## config.mk

```make
export PLATFORM = sky130hd
export DESIGN_NAME = ccc_clken_gen
export DESIGN_NICKNAME = d
export VERILOG_FILES = /design/src/rtl/ccc_clken_gen.sv
export SDC_FILE = /design/constraint.sdc
export NUM_CORES = 1
export LEC_CHECK = 0
export CAP_MARGIN = 25
export CORE_ASPECT_RATIO = 0.8
export CORE_UTILIZATION = 40
export CTS_CLUSTER_SIZE = 16
export DETAILED_ROUTE_END_ITERATION = 8
export MAX_ROUTING_LAYER = met4
export PLACE_DENSITY = 0.63
export SYNTH_ARGS = -nofsm -noshare
export SYNTH_HDL_FRONTEND = slang
export SYNTH_SLANG_ARGS = --single-unit
export TNS_END_PERCENT = 10
```

## constraint.sdc

```tcl
create_clock -name CLK -period 3 [get_ports CLK]
set_clock_uncertainty 0.2 [all_clocks]
set_input_delay 0.6 -clock CLK [delete_from_list [all_inputs] [get_ports CLK]]
set_output_delay 0.6 -clock CLK [all_outputs]
set_load 0.02 [all_outputs]
```

## src/rtl/ccc_clken_gen.sv

```systemverilog
// Multi-channel clock-enable generator: PLL-lock settle sequencer, per-channel programmable divide/phase enables,
// all-channel alignment marker and lock-loss reporting. Optional loss counter: define CCC_CLKEN_LOSS_CNT_EN.
module ccc_clken_gen #(
    parameter int NUM_CH        = 4,
    parameter int DIV_W         = 7,
    parameter int DIV_DEFAULT   = 12,
    parameter int PHASE_DEFAULT = 0,
    parameter int LOCK_SETTLE   = 256
) (
    input  logic                      CLK,
    input  logic                      ARST_N,
    input  logic                      PLL_LOCK,
    input  logic                      CFG_LOAD,
    input  logic [NUM_CH*DIV_W-1:0]   DIV_VAL,
    input  logic [NUM_CH*DIV_W-1:0]   PHASE_VAL,
    input  logic                      CLR_LOST,
    output logic [NUM_CH-1:0]         CE,
    output logic                      ALIGN,
    output logic                      READY,
    output logic                      LOCK_LOST,
    output logic [7:0]                LOSS_CNT
);

    localparam int SET_W = (LOCK_SETTLE > 1) ? $clog2(LOCK_SETTLE) : 1;
    localparam logic [SET_W-1:0] SETTLE_LAST = SET_W'(LOCK_SETTLE - 1);
    localparam logic [DIV_W-1:0] DIV_RST     = DIV_W'(DIV_DEFAULT);
    localparam logic [DIV_W-1:0] PHASE_RST   = DIV_W'(PHASE_DEFAULT);
    localparam logic [DIV_W-1:0] CNT_ZERO    = {DIV_W{1'b0}};

    typedef enum logic [1:0] {
        ST_WAIT_LOCK = 2'd0,
        ST_SETTLE    = 2'd1,
        ST_RUN       = 2'd2
    } state_e;

    state_e                    state_q, state_d;
    logic [SET_W-1:0]          settle_q, settle_d;
    logic [1:0]                sync_q;
    logic                      lk_s;
    logic                      run_s;
    logic                      loss_evt_s;
    logic                      lock_lost_q;
    logic [NUM_CH*DIV_W-1:0]   div_q;
    logic [NUM_CH*DIV_W-1:0]   phase_q;
    logic [DIV_W-1:0]          cnt_q      [NUM_CH];
    logic [DIV_W-1:0]          cnt_d      [NUM_CH];
    logic [DIV_W:0]            cnt_inc_s  [NUM_CH];
    logic [DIV_W-1:0]          ch_div_s   [NUM_CH];
    logic [DIV_W-1:0]          ch_phase_s [NUM_CH];
    logic [DIV_W-1:0]          ch_peff_s  [NUM_CH];
    logic [NUM_CH-1:0]         ce_s;
    logic                      any_act_s;
    logic                      all_zero_s;

    // Two-flop synchroniser for the raw PLL lock
    always_ff @(posedge CLK or negedge ARST_N) begin
        if (!ARST_N) begin
            sync_q <= 2'b00;
        end else begin
            sync_q <= {sync_q[0], PLL_LOCK};
        end
    end

    assign lk_s       = sync_q[1];
    assign run_s      = (state_q == ST_RUN);
    assign loss_evt_s = run_s && !lk_s;

    // Sequencer state and settle counter registers
    always_ff @(posedge CLK or negedge ARST_N) begin
        if (!ARST_N) begin
            state_q  <= ST_WAIT_LOCK;
            settle_q <= {SET_W{1'b0}};
        end else begin
            state_q  <= state_d;
            settle_q <= settle_d;
        end
    end

    // Sequencer next state: any lock drop returns to WAIT_LOCK and restarts the settle window
    always_comb begin
        state_d  = state_q;
        settle_d = {SET_W{1'b0}};
        case (state_q)
            ST_WAIT_LOCK: begin
                if (lk_s) begin
                    state_d = ST_SETTLE;
                end else begin
                    state_d = ST_WAIT_LOCK;
                end
            end
            ST_SETTLE: begin
                if (!lk_s) begin
                    state_d = ST_WAIT_LOCK;
                end else if (settle_q == SETTLE_LAST) begin
                    state_d = ST_RUN;
                end else begin
                    settle_d = settle_q + SET_W'(1);
                end
            end
            ST_RUN: begin
                if (!lk_s) begin
                    state_d = ST_WAIT_LOCK;
                end else begin
                    state_d = ST_RUN;
                end
            end
            default: begin
                state_d = ST_WAIT_LOCK;
            end
        endcase
    end

    // Divide/phase shadows capture in every state
    always_ff @(posedge CLK or negedge ARST_N) begin
        if (!ARST_N) begin
            div_q   <= {NUM_CH{DIV_RST}};
            phase_q <= {NUM_CH{PHASE_RST}};
        end else if (CFG_LOAD) begin
            div_q   <= DIV_VAL;
            phase_q <= PHASE_VAL;
        end else begin
            div_q   <= div_q;
            phase_q <= phase_q;
        end
    end

    // Per-channel field unpack, phase clamp and next count (D=0 and D=1 both pin the count at 0)
    always_comb begin
        for (int i = 0; i < NUM_CH; i++) begin
            ch_div_s[i]   = div_q[i*DIV_W +: DIV_W];
            ch_phase_s[i] = phase_q[i*DIV_W +: DIV_W];
            cnt_inc_s[i]  = {1'b0, cnt_q[i]} + {{DIV_W{1'b0}}, 1'b1};
            if (ch_phase_s[i] < ch_div_s[i]) begin
                ch_peff_s[i] = ch_phase_s[i];
            end else begin
                ch_peff_s[i] = CNT_ZERO;
            end
            if (!run_s || CFG_LOAD) begin
                cnt_d[i] = CNT_ZERO;
            end else if (cnt_inc_s[i] >= {1'b0, ch_div_s[i]}) begin
                cnt_d[i] = CNT_ZERO;
            end else begin
                cnt_d[i] = cnt_inc_s[i][DIV_W-1:0];
            end
        end
    end

    // Channel counter registers
    always_ff @(posedge CLK or negedge ARST_N) begin
        if (!ARST_N) begin
            for (int i = 0; i < NUM_CH; i++) begin
                cnt_q[i] <= CNT_ZERO;
            end
        end else begin
            for (int i = 0; i < NUM_CH; i++) begin
                cnt_q[i] <= cnt_d[i];
            end
        end
    end

    // Enable decode and alignment; the strobe cycle itself emits no enable
    always_comb begin
        ce_s       = {NUM_CH{1'b0}};
        any_act_s  = 1'b0;
        all_zero_s = 1'b1;
        for (int i = 0; i < NUM_CH; i++) begin
            if (ch_div_s[i] != CNT_ZERO) begin
                any_act_s = 1'b1;
                ce_s[i]   = run_s && !CFG_LOAD && (cnt_q[i] == ch_peff_s[i]);
                if (cnt_q[i] != CNT_ZERO) begin
                    all_zero_s = 1'b0;
                end else begin
                    all_zero_s = all_zero_s;
                end
            end else begin
                ce_s[i] = 1'b0;
            end
        end
    end

    // Sticky lock-loss flag; a new loss overrides a coincident clear
    always_ff @(posedge CLK or negedge ARST_N) begin
        if (!ARST_N) begin
            lock_lost_q <= 1'b0;
        end else if (loss_evt_s) begin
            lock_lost_q <= 1'b1;
        end else if (CLR_LOST) begin
            lock_lost_q <= 1'b0;
        end else begin
            lock_lost_q <= lock_lost_q;
        end
    end

`ifdef CCC_CLKEN_LOSS_CNT_EN
    logic [7:0] loss_cnt_q;

    // Saturating loss-event counter, cleared only by reset
    always_ff @(posedge CLK or negedge ARST_N) begin
        if (!ARST_N) begin
            loss_cnt_q <= 8'h00;
        end else if (loss_evt_s && (loss_cnt_q != 8'hFF)) begin
            loss_cnt_q <= loss_cnt_q + 8'h01;
        end else begin
            loss_cnt_q <= loss_cnt_q;
        end
    end

    assign LOSS_CNT = loss_cnt_q;
`else
    assign LOSS_CNT = 8'h00;
`endif

    assign CE        = ce_s;
    assign ALIGN     = run_s && any_act_s && all_zero_s;
    assign READY     = run_s;
    assign LOCK_LOST = lock_lost_q;

endmodule

```

# == Word level (Yosys, flattened, before mapping) ==
# Cells that the tools add are included.
# op_classes
n_addsub,5
n_lt_le_gt_ge,8
eq_ne,8
n_mux,38
n_reduce_logical,22
# ops
op,count
2-to-1 mux 7 bit,12
nonzero test 7 bit,8
adder 7 x 1 -> 8 bit (second input constant),4
greater-or-equal comparator 8 x 7 -> 1 bit,4
== test 7 bit,4
< comparator 7 bit,4
2-to-1 mux 8 bit,3
2-to-1 mux 1 bit,19
adder 8 x 1 -> 8 bit (second input constant),1
== test 8 bit (second input constant),1
logical AND 1 bit,8
2-to-1 mux 2 bit,3
one-hot mux 2 bit (3 select lines),1
zero test 1 bit,3
inequality test 3 bit (second input constant),1
== test 2 x 1 -> 1 bit (second input constant),1
== test 2 bit (second input constant),1
zero test 2 bit,1
nonzero test 2 bit,1
logical OR 1 bit,1
# word_totals
reg_bits,97
inputBits,61
output_inout_bits,15
wordCells,91

# == Depth between registers and ports, before layout ==
# logic_depth
ltp_word,10
ltp_mapped,10

# == Least setup slack after synthesis ==
# Ideal clock, no wire load.
# synth_path
path_type,register to output
start,register div_q[23]
end,output CE[3]
arrival_ns,2.375
path_slack_ns,-0.175
path_stages_with_launch,9
n_path_buf,0
path_cell_list,dfstp_2 -> inv_1 -> ha_1 -> a21o_1 -> a31oi_1 -> o211ai_1 -> o21ai_0 -> o2111ai_1 -> nor4_1
# synth_via
elab_chain_cells,5
# synth_rtl
element,line,source
"start, declared",43,logic [NUM_CH*DIV_W-1:0] div_q;
"start signal, assigned",116,div_q <= {NUM_CH{DIV_RST}};
"start signal, assigned",122,div_q <= div_q;
< comparator 7 bit,133,if (ch_phase_s[i] < ch_div_s[i]) begin
2-to-1 mux 7 bit,133,
== test 7 bit,169,ce_s[i] = run_s && !CFG_LOAD && (cnt_q[i] == ch_peff_s[i]);
logical AND 1 bit,169,
2-to-1 mux 1 bit *,167,if (ch_div_s[i] != CNT_ZERO) begin
"end, declared",17,"output logic [NUM_CH-1:0] CE,"
# Mark *: on every way between the ends. The rest lies on a longest branch, timed or not.

# == Worst setup path after layout ==
# layout_path
start,register div_q[9]
end,output CE[1]
# Same word-level chain as after synthesis.

==> impl_metrics.prom <==
# TYPE chip_impl_metric gauge
chip_impl_metric{name="tightest_slew",unit="ns"} 0.848
chip_impl_info{name="critical_path.endpoint_type",value="output port"} 1
chip_impl_info{name="synth-main-ff-cell",value="sky130_fd_sc_hd__dfrtp_1"} 1
chip_impl_metric{name="fp.dieH",unit="um"} 111
chip_impl_metric{name="final_nets",unit=""} 894
chip_impl_info{name="grt_setup_unrepaired",value="true"} 1
chip_impl_metric{name="cts.sink_count",unit=""} 97
chip_impl_metric{name="totalWireLength",unit="um"} 15000
chip_impl_metric{name="worst_slack",unit="ns"} -0.411
chip_impl_metric{name="totalNegativeSetupSlack",unit="ns"} -1.50
chip_impl_info{name="violations",value="design-rule violations, negative setup slack"} 1
chip_impl_metric{name="internal-power",unit="mW"} 2.67
chip_impl_metric{name="clock_tree.htree_level_count",unit=""} 3
chip_impl_metric{name="ios",unit=""} 76
chip_impl_metric{name="maxCapViolations",unit=""} 0
chip_impl_metric{name="first_global_vias",unit=""} 5228
chip_impl_metric{name="power_switching",unit="mW"} 1.11
chip_impl_metric{name="path_max_fanout",unit=""} 6
chip_impl_metric{name="timing_hold_violations_final",unit=""} 0
chip_impl_metric{name="vias_per_cell",unit=""} 5.22
chip_impl_metric{name="whs",unit="ns"} 0.0238
chip_impl_metric{name="clk_path_buf_depth",unit=""} 2
chip_impl_metric{name="pwr_density_cell",unit="nW/um^2"} 483
chip_impl_metric{name="place.gp.congestion",unit=""} 0.883
chip_impl_metric{name="area.growth.synth_to_final",unit="%"} 31.6
chip_impl_info{name="netlist_top_cells_area",value="sky130_fd_sc_hd__dfrtp_1, sky130_fd_sc_hd__ha_1, sky130_fd_sc_hd__o21ai_0, sky130_fd_sc_hd__mux2_2, sky130_fd_sc_hd__dfstp_2"} 1
chip_impl_metric{name="finalInstanceArea",unit="sq um"} 7830
chip_impl_info{name="start_to_end_type_of_the_worst_setup_path",value="register to output port"} 1
chip_impl_metric{name="globalRouteOverflowTotal",unit=""} 0
chip_impl_info{name="root_buffer",value="sky130_fd_sc_hd__clkbuf_16"} 1
chip_impl_metric{name="p_clk_share",unit="%"} 32.4
chip_impl_metric{name="dr.pass1.iters",unit=""} 6
chip_impl_metric{name="initial_drc_count",unit=""} 454
chip_impl_metric{name="dpl-instance-area",unit="sq um"} 7380
chip_impl_metric{name="synthesis.instances",unit=""} 623
chip_impl_metric{name="drcViolationCount",unit=""} 6
chip_impl_metric{name="yosysUniqueCellTypes",unit=""} 53
chip_impl_metric{name="pwr-share-seq",unit="%"} 40.0
chip_impl_metric{name="async_reset_ff_share",unit="%"} 100
chip_impl_info{name="tritoncts_clock_tree",value="yes"} 1
chip_impl_metric{name="min_period_over_period",unit="%"} 114
chip_impl_metric{name="layoutNonFillerInstCount",unit=""} 957
chip_impl_metric{name="grt_max_degree",unit=""} 93
chip_impl_info{name="hold_class",value="primary input to async pin"} 1
chip_impl_metric{name="pre_cts_slack",unit="ns"} -0.553
chip_impl_metric{name="mapped_cell_area",unit="sq um"} 5950
chip_impl_metric{name="vdd.ir_drop.worst",unit="V"} 0.000285
chip_impl_metric{name="global_route_usage_over_all_layers",unit="%"} 21.4
chip_impl_metric{name="num_rows",unit=""} 39
chip_impl_metric{name="initial_antenna_violation_count",unit=""} 0
chip_impl_metric{name="clkLatencyLatePin",unit="ns"} 0.35
chip_impl_metric{name="core",unit="sq um"} 14400
chip_impl_metric{name="ys_seq_elements",unit=""} 97
chip_impl_info{name="run_status",value="finished with violations"} 1
chip_impl_metric{name="static-leakage-power",unit="nW"} 3.67
chip_impl_metric{name="clkSlewWorstSetupHoldPaths",unit="ns"} 0.06
chip_impl_metric{name="crit_required",unit="ns"} 2.20
chip_impl_metric{name="route.antenna.remaining_nets",unit=""} 0
chip_impl_metric{name="yosysTopAreaCellShare",unit="%"} 37.4
chip_impl_metric{name="wire_length_of_the_first_global_routing_pass",unit="um"} 25400
chip_impl_metric{name="number_of_slew_limit_violations_in_the_final_report",unit=""} 0
chip_impl_metric{name="start_util",unit="%"} 41.3
chip_impl_metric{name="dp_cells",unit=""} 938
chip_impl_metric{name="synthesis.area_per_instance",unit="sq um"} 9.55
chip_impl_metric{name="synthesis_warnings",unit=""} 0
chip_impl_metric{name="combPwrFrac",unit="%"} 27.6
chip_impl_metric{name="tritoncts.num_buffers",unit=""} 9
chip_impl_info{name="worst_setup_path_start_kind",value="register"} 1
chip_impl_metric{name="switching_share",unit="%"} 29.3
chip_impl_metric{name="die_area",unit="sq um"} 15400
chip_impl_metric{name="worstRegToRegCells",unit=""} 9
chip_impl_info{name="yosysTopAreaCell",value="sky130_fd_sc_hd__dfrtp_1"} 1
chip_impl_metric{name="routed-via-count",unit=""} 4996
chip_impl_metric{name="io_buffers",unit=""} 67
chip_impl_metric{name="clock.fmax",unit="GHz"} 0.293
chip_impl_metric{name="post-route-util",unit="%"} 54.4
chip_impl_metric{name="finalWorstPathRequiredPeriod",unit="ns"} 3.41
chip_impl_metric{name="crit_arrival",unit="ns"} 2.61
chip_impl_metric{name="power",unit="mW"} 3.78
chip_impl_metric{name="antenna-diode-count",unit=""} 0
chip_impl_metric{name="number_of_flops_mapped_to_enable_cells_by_yosys",unit=""} 0
chip_impl_metric{name="die_w",unit="um"} 138
chip_impl_metric{name="timing.max_slew.rel_slack",unit="%"} 43.5
chip_impl_metric{name="hpwl_after_detailed_placement",unit="um"} 11400
chip_impl_metric{name="setup_viol",unit=""} 5
chip_impl_metric{name="fraction_of_the_yosys_area_taken_by_sequential_cells",unit="%"} 41.0
chip_impl_metric{name="route.detailed.wl_per_inst",unit="um"} 15.6
chip_impl_metric{name="final_layout_size_suffix_gt1_share",unit="%"} 20.7
repair_timing:
| action | CTS | global route |
|---|---|---|
| pin swaps | 15 | 6 |
| gates resized for setup | 48 | 7 |
| endpoints found under the hold margin | 0 | 0 |
| hold buffers | 0 | 0 |
| buffers inserted | 2 | 1 |
| endpoints found under the setup margin | 5 | 5 |
worst max-delay path: stages, from the launching register on:
cell and delay (ns):
sky130_fd_sc_hd__dfstp_2 0.53, sky130_fd_sc_hd__inv_1 0.05, sky130_fd_sc_hd__ha_2 0.30, sky130_fd_sc_hd__o21a_1 0.13
sky130_fd_sc_hd__nor2_2 0.06, sky130_fd_sc_hd__o31ai_4 0.35, sky130_fd_sc_hd__nor2_1 0.10, sky130_fd_sc_hd__xor2_1 0.18
sky130_fd_sc_hd__nor4_2 0.30, sky130_fd_sc_hd__buf_4 0.17, sky130_fd_sc_hd__buf_6 0.10
final timing paths:
| check | startpoint | slack (ns) | to |
|---|---|---|---|
| worst max register to register | cnt_q[21]$_DFF_PN0_ | 0.35 | cnt_q[27]$_DFF_PN0_ |
| max in group asynchronous | ARST_N | 1.84 | div_q[3]$_DFFE_PN1P_ |
| worst min register to register | sync_q[0]$_DFF_PN0_ | 0.17 | sync_q[1]$_DFF_PN0_ |
| worst min-delay path | ARST_N | 0.02 | phase_q[12]$_DFFE_PN0P_ |
| worst max-delay path | div_q[9]$_DFFE_PN1P_ | -0.41 | CE[1] |
| min in group CLK | sync_q[0]$_DFF_PN0_ | 0.17 | sync_q[1]$_DFF_PN0_ |
cells in the mapped netlist, types with 5 or more instances:
cell / instances
sky130_fd_sc_hd__nand4_1: 8
sky130_fd_sc_hd__a21o_1: 15
sky130_fd_sc_hd__o22ai_1: 5
sky130_fd_sc_hd__nand2b_1: 9
sky130_fd_sc_hd__mux2_2: 20
sky130_fd_sc_hd__inv_1: 55
sky130_fd_sc_hd__dfrtp_1: 89
sky130_fd_sc_hd__and3_1: 9
sky130_fd_sc_hd__dfstp_2: 8
sky130_fd_sc_hd__clkbuf_1: 17
sky130_fd_sc_hd__a21oi_1: 13
sky130_fd_sc_hd__o21ai_0: 58
sky130_fd_sc_hd__xnor2_1: 18
sky130_fd_sc_hd__a31oi_1: 9
sky130_fd_sc_hd__xor2_1: 19
sky130_fd_sc_hd__nand2_1: 53
sky130_fd_sc_hd__ha_1: 65
sky130_fd_sc_hd__nand3_1: 26
sky130_fd_sc_hd__nor2b_1: 16
sky130_fd_sc_hd__nor3_1: 10
sky130_fd_sc_hd__nor2_1: 39
sky130_fd_sc_hd__nor3b_1: 5
sky130_fd_sc_hd__nor4_1: 5
sky130_fd_sc_hd__buf_4: 8
cell type report:
type                            count  area [sq um]
Clock buffer                       13           240
Clock inverter                      3          65.1
Fill cell                        1218          6570
Inverter                           55           206
Multi-Input combinational cell    453          3340
Sequential cell                    97          2440
Tap cell                          184           230
Timing Repair Buffer              152          1310
sequential cells by signal (all words and copies together), names as in the netlist:
| signal | cells |
|---|---|
| sync_q | 2 |
| phase_q | 28 |
| LOCK_LOST | 1 |
| settle_q | 8 |
| state_q | 2 |
| cnt_q | 28 |
| div_q | 28 |
layout by cell type (no fill, tap or decap), types with 8 or more instances in the layout:
cell,netlist,routed
sky130_fd_sc_hd__ha_1,65,59
sky130_fd_sc_hd__xnor2_1,18,18
sky130_fd_sc_hd__xor2_1,19,19
sky130_fd_sc_hd__nand4_1,8,8
sky130_fd_sc_hd__clkdlybuf4s50_1,0,60
sky130_fd_sc_hd__nor3_1,10,10
sky130_fd_sc_hd__nor2_1,39,38
sky130_fd_sc_hd__conb_1,1,8
sky130_fd_sc_hd__nand2_1,53,53
sky130_fd_sc_hd__a21oi_1,13,12
sky130_fd_sc_hd__clkbuf_16,0,9
sky130_fd_sc_hd__dfstp_2,8,8
sky130_fd_sc_hd__dfrtp_1,89,89
sky130_fd_sc_hd__nand2b_1,9,9
sky130_fd_sc_hd__o21ai_1,1,10
sky130_fd_sc_hd__buf_4,8,85
sky130_fd_sc_hd__inv_1,55,51
sky130_fd_sc_hd__a21o_1,15,15
sky130_fd_sc_hd__o21ai_0,58,48
sky130_fd_sc_hd__nand3_1,26,26
sky130_fd_sc_hd__nor2b_1,16,16
sky130_fd_sc_hd__a31oi_1,9,9
sky130_fd_sc_hd__and3_1,9,8
sky130_fd_sc_hd__mux2_2,20,20
power by group through the flow:
stage	Combinational, mW	Clock (mW)	Sequential [mW]
2_1_floorplan	0.535	0	1.53
3_3_place_gp	0.939	0	1.52
3_5_place_dp	0.979	0	1.53
4_1_cts	1.03	1.25	1.51
5_1_grt	1.16	1.30	1.53
6_report	1.04	1.22	1.51
per-layer routing:
layer  global-route usage [%]  part of all wire [%]  up-vias
li1                         -                     -     2448
met1                     26.8                    46     2421
met2                     34.5                    48      107
met3                     5.10                   4.4       20
met4                     5.92                   1.3        0
met5                        -                     0        -
cell families (layout without fill, tap and decap cells):
kind of cell             count (synthesis)  in the layout  share of synthesized area (%)
AO/OA/AOI/OAI                          126            126                           13.4
XOR/XNOR                                37             37                           5.45
adder cells (fa/ha/maj)                 65             65                           13.7
buffers and inverters                   80            223                           5.55
flip-flops                              97             97                           41.0
multiplexers                            21             21                           4.04
other                                    1              8                         0.0630
AND/OR/NAND/NOR                        196            196                           16.9
Power figures use the tool's default switching activity.
